File: config.mk
export PLATFORM = sky130hd
export DESIGN_NAME = regfile_write_stage
export DESIGN_NICKNAME = d
export VERILOG_FILES = /design/src/rtl/regfile_write_stage.sv
export SDC_FILE = /design/constraint.sdc
export NUM_CORES = 1
export LEC_CHECK = 0
export ABC_AREA = 0
export CORE_AREA = 2 2 164 166
export DETAILED_ROUTE_END_ITERATION = 12
export DIE_AREA = 0 0 166 168
export HOLD_SLACK_MARGIN = 0.05
export PLACE_DENSITY = 0.55
export SYNTH_ARGS = -nofsm -noshare
export SYNTH_HDL_FRONTEND = slang
export SYNTH_SLANG_ARGS = --single-unit
File: constraint.sdc
create_clock -name clk -period 3.4 [get_ports clk]
set_input_delay 0.68 -clock clk [delete_from_list [all_inputs] [get_ports clk]]
set_output_delay 0.68 -clock clk [all_outputs]
set_load 0.005 [all_outputs]
File: src/rtl/regfile_write_stage.sv
// Writeback stage register feeding the register file write-address decode tree,
// with write-to-read bypass on both read ports and a saturating commit counter.
module regfile_write_stage #(
   parameter int DATA_WIDTH = 64,
   parameter int ADDR_WIDTH = 5,
   parameter int ZERO_REG   = 31,
   parameter int CNT_WIDTH  = 16
) (
   input  logic                  clk,
   input  logic                  reset,
   input  logic                  wr_en_in,
   input  logic [ADDR_WIDTH-1:0] wr_addr_in,
   input  logic [DATA_WIDTH-1:0] wr_data_in,
   input  logic                  stall,
   input  logic                  flush,
   input  logic [ADDR_WIDTH-1:0] rd_addr1,
   input  logic [ADDR_WIDTH-1:0] rd_addr2,
   input  logic [DATA_WIDTH-1:0] rf_data1,
   input  logic [DATA_WIDTH-1:0] rf_data2,
   output logic                  dec_enable,
   output logic [ADDR_WIDTH-1:0] dec_addr,
   output logic [DATA_WIDTH-1:0] wb_data,
   output logic [DATA_WIDTH-1:0] rd_data1,
   output logic [DATA_WIDTH-1:0] rd_data2,
   output logic [CNT_WIDTH-1:0]  wr_count
);

   localparam logic [ADDR_WIDTH-1:0] ZERO_ADDR = ADDR_WIDTH'(ZERO_REG);
   localparam logic [CNT_WIDTH-1:0]  CNT_MAX   = {CNT_WIDTH{1'b1}};
   localparam logic [CNT_WIDTH-1:0]  CNT_ONE   = CNT_WIDTH'(1'b1);

   logic                  next_enable;
   logic [ADDR_WIDTH-1:0] next_addr;
   logic [DATA_WIDTH-1:0] next_data;
   logic                  commit;
   logic [CNT_WIDTH-1:0]  next_count;

   // Stage next-state: flush beats stall, stall holds, otherwise capture.
   always_comb begin
      next_enable = dec_enable;
      next_addr   = dec_addr;
      next_data   = wb_data;
      if (flush) begin
         next_enable = 1'b0;
         next_addr   = {ADDR_WIDTH{1'b0}};
         next_data   = {DATA_WIDTH{1'b0}};
      end else if (stall) begin
         next_enable = dec_enable;
         next_addr   = dec_addr;
         next_data   = wb_data;
      end else begin
         next_enable = wr_en_in & (wr_addr_in != ZERO_ADDR);
         next_addr   = wr_addr_in;
         next_data   = wr_data_in;
      end
   end

   // Stage register.
   always_ff @(posedge clk or posedge reset) begin
      if (reset) begin
         dec_enable <= 1'b0;
         dec_addr   <= {ADDR_WIDTH{1'b0}};
         wb_data    <= {DATA_WIDTH{1'b0}};
      end else begin
         dec_enable <= next_enable;
         dec_addr   <= next_addr;
         wb_data    <= next_data;
      end
   end

   // A stalled write is counted once, on the edge where it finally leaves.
   always_comb begin
      commit     = dec_enable & ~stall;
      next_count = wr_count;
      if (commit && (wr_count != CNT_MAX)) begin
         next_count = wr_count + CNT_ONE;
      end else begin
         next_count = wr_count;
      end
   end

   // Committed-write counter.
   always_ff @(posedge clk or posedge reset) begin
      if (reset) begin
         wr_count <= {CNT_WIDTH{1'b0}};
      end else begin
         wr_count <= next_count;
      end
   end

   // Bypass: ZERO_REG never matches because dec_enable is never set for it.
   always_comb begin
      rd_data1 = rf_data1;
      rd_data2 = rf_data2;
      if (dec_enable && (rd_addr1 == dec_addr)) begin
         rd_data1 = wb_data;
      end else begin
         rd_data1 = rf_data1;
      end
      if (dec_enable && (rd_addr2 == dec_addr)) begin
         rd_data2 = wb_data;
      end else begin
         rd_data2 = rf_data2;
      end
   end

endmodule
==> reports/qor.txt <==
Clk_lat worst skew: 0.35 ns
Worst-margin pin slew: 0.714 ns
Tmin final: 3.44 ns
Buf/Inv on CP: 4
Routed via count: 5,449
Max clock buf depth: 2
DP Area: 10,200 µm²
Crit-path max FO: 8
Synth Instances: 462
Hold Path Class: flop to flop
Fmax: 0.291 GHz
Layout Utilization: 0.421
Gr usage total: 0.159
Max Slew Vio Count: 0
Leak: 0.00519 µW
Clock skew: 0.00909 ns
Core area: 26,400 µm²
Setup TNS: -0.493 ns
Die W: 166 µm
Total Wirelength: 24,300 µm
Delay-heaviest family, CP: buffers and inverters
Hold_buf cts: 0
Placed cell count: 1,204
DRT iter0 DRCs: 136
DR DRC count: 0
Final total power: 3010 µW
Initial antenna violation count: 1
WP data required: 2.72 ns
Vias per cell: 4.30
Startpoint Class: input port
H-tree Lvls: 3
Layout Cells excl Fill: 1,268
#FFs+latches synth: 86
CP Data Arrival Time: 2.76 ns
RD Place Congestion: 0.744
Synth top area share: 0.383
Peak VDD IR: 0.226 mV
Post-route setup slack: -0.0369 ns
GRT overflow: 0
Root buffer cell: clkbuf_16
Final Cycle Share: 1.01
Final Hold Viols: 0
Worst-path clk slew: 0.07 ns
DIE AREA: 27,900 µm²
CTS tree: built
Io pins: 426
Yosys Warn Count: 0
Power Density: 271 nW/µm²
Fraction of layout cells with a size suffix above 1: 0.247
Post-route cell area: 11,100 µm²
IO buf count: 425
Post-synth ARST share: 1.00
CTS buffer count: 9
Chip Height: 168 µm
Failing checks: negative setup slack
Drt first pass iters: 4
Detail Route Antenna Nets: 0
Routed len/inst: 19.2 µm
Clock Sinks: 86
Synth Flop Type: dfrtp_1
Synth area leaders: dfrtp_1 38%, mux2_4 16%, mux2_2 14%, mux2i_1 12%, nor2_1 4.7%
Initial Util: 0.213
First-pass GRT wire length: 34,200 µm
Worst slew margin: 0.524
Post-Syn Nets: 675
Largest net degree at the start of global routing: 45
Detail Placement HPWL: 17,000 µm
Fin nets: 1,134
Max Cap Violations: 0
Number of enable flip-flop cells after synthesis: 0
Post-Syn Area: 5630 µm²
Post-synthesis sequential area ratio: 0.383
Mapped Avg Cell Area: 12.2 µm²
Status: complete, but fails checks
RSZ-0062 raised after global routing: true
Final setup vio count: 24
Reg-to-reg slack, setup: 1.54 ns
P&R area growth vs syn: 97.2%
Vias in the first global route: 5,531
Post-synth cell types: 34
Yosys top cell by area: dfrtp_1
Rows: 60
Worst path cell trace: clkdlybuf4s50_1 > xor2_1 > nor4_2 > and3_4 > buf_4 > clkbuf_16 > mux2_2 > dlygate4sd2_1
Slowest-stage cell, CP: clkdlybuf4s50_1
Setup Crit Path Kind: input port to output port
Slowest cell delay on critical path: 0.41 ns
CP endpoint kind: output port
[per-stage QoR]
step,hold WS (ns),worst slack [ns]
after CTS,0.549,-0.181
final,0.538,-0.0369
after floorplan,0.518,0.498
after global routing,0.587,-0.0876
after global placement,0.528,-0.266
after detailed placement,0.531,-0.222
[layout make-up]
type	instances	area [µm²]
diodes	1	2.50
clock buffers	10	239
clock inverters	6	46.3
fillers	2537	15300
inverters	1	6.26
multi-input cells	343	3250
flip-flops and latches	86	2150
well taps	341	427
repair buffers	480	4970
[routing by layer]
metal  track usage  up-vias  share of wire
li1              -     2554              -
met1         0.198     2642           0.43
met2         0.279      235           0.50
met3        0.0357       18          0.054
met4        0.0412        0          0.012
met5             0        -              0
[cells in the final DEF, fill, tap and decap left out, types with 8 or more instances in the layout]
cell and instances:
buf_12 13, buf_4 25, buf_6 8, clkbuf_16 12, clkbuf_2 13, clkdlybuf4s15_1 24, clkdlybuf4s50_1 290, dfrtp_1 85
dlygate4sd2_1 62, dlymetal6s2s_1 32, mux2_2 60, mux2_4 71, mux2i_1 69, nand2_1 8, nor2_1 70, xor2_1 18
[cell usage after synthesis (3+ instances only)]
| cell type | n |
|---|---|
| mux2_2 | 71 |
| nand3_1 | 5 |
| nand2_1 | 8 |
| nand4_1 | 4 |
| nor2_1 | 70 |
| xor2_1 | 18 |
| xnor2_1 | 3 |
| and3_1 | 3 |
| dfrtp_1 | 86 |
| mux2i_1 | 69 |
| buf_6 | 8 |
| clkbuf_1 | 11 |
| buf_12 | 6 |
| nor4_1 | 7 |
| buf_2 | 7 |
| nor3_1 | 6 |
| mux2_4 | 60 |
[power breakdown]
group / total (µW) / switching [µW] / internal [µW]
Clock: 968 / 448 / 520
Combinational: 844 / 257 / 588
Sequential: 1190 / 102 / 1090
[state kept, by name (all words and copies together) (netlist names)]
register    count
wb_data        64
wr_count       16
dec_enable      1
dec_addr        5
[final timing paths]
path | start | end | depth (start not counted)
setup / recovery | rd_addr1[2] | rd_data1[12] | 8
hold / removal | wr_count[9] | wr_count[9] | 1
setup reg to reg | wr_count[0] | wr_count[14] | 5
hold reg to reg | wr_count[9] | wr_count[9] | 1
max in group asynchronous | reset | wb_data[54] | 3
min in group asynchronous | reset | wb_data[14] | 2
[cell families (layout without fill, tap and decap cells)]
| family | Yosys count | in the layout | share of synthesized area |
|---|---|---|---|
| AO/OA/AOI/OAI | 2 | 2 | 0.00222 |
| XOR/XNOR | 21 | 21 | 0.0327 |
| adder cells (fa/ha/maj) | 1 | 1 | 0.00222 |
| buffers and inverters | 33 | 497 | 0.0516 |
| flip-flops | 86 | 86 | 0.383 |
| multiplexers | 201 | 201 | 0.427 |
| other | 0 | 1 | 0 |
| AND/OR/NAND/NOR | 118 | 118 | 0.102 |
[repair_timing]
| item | in CTS | in global routing |
|---|---|---|
| cloned | 7 | 5 |
| setup endpoints to repair | 128 | 82 |
| gates resized for setup | 140 | 86 |
| buffers inserted | 16 | 23 |
| pin swaps | 1 | 3 |
Power figures use the tool's default switching activity.
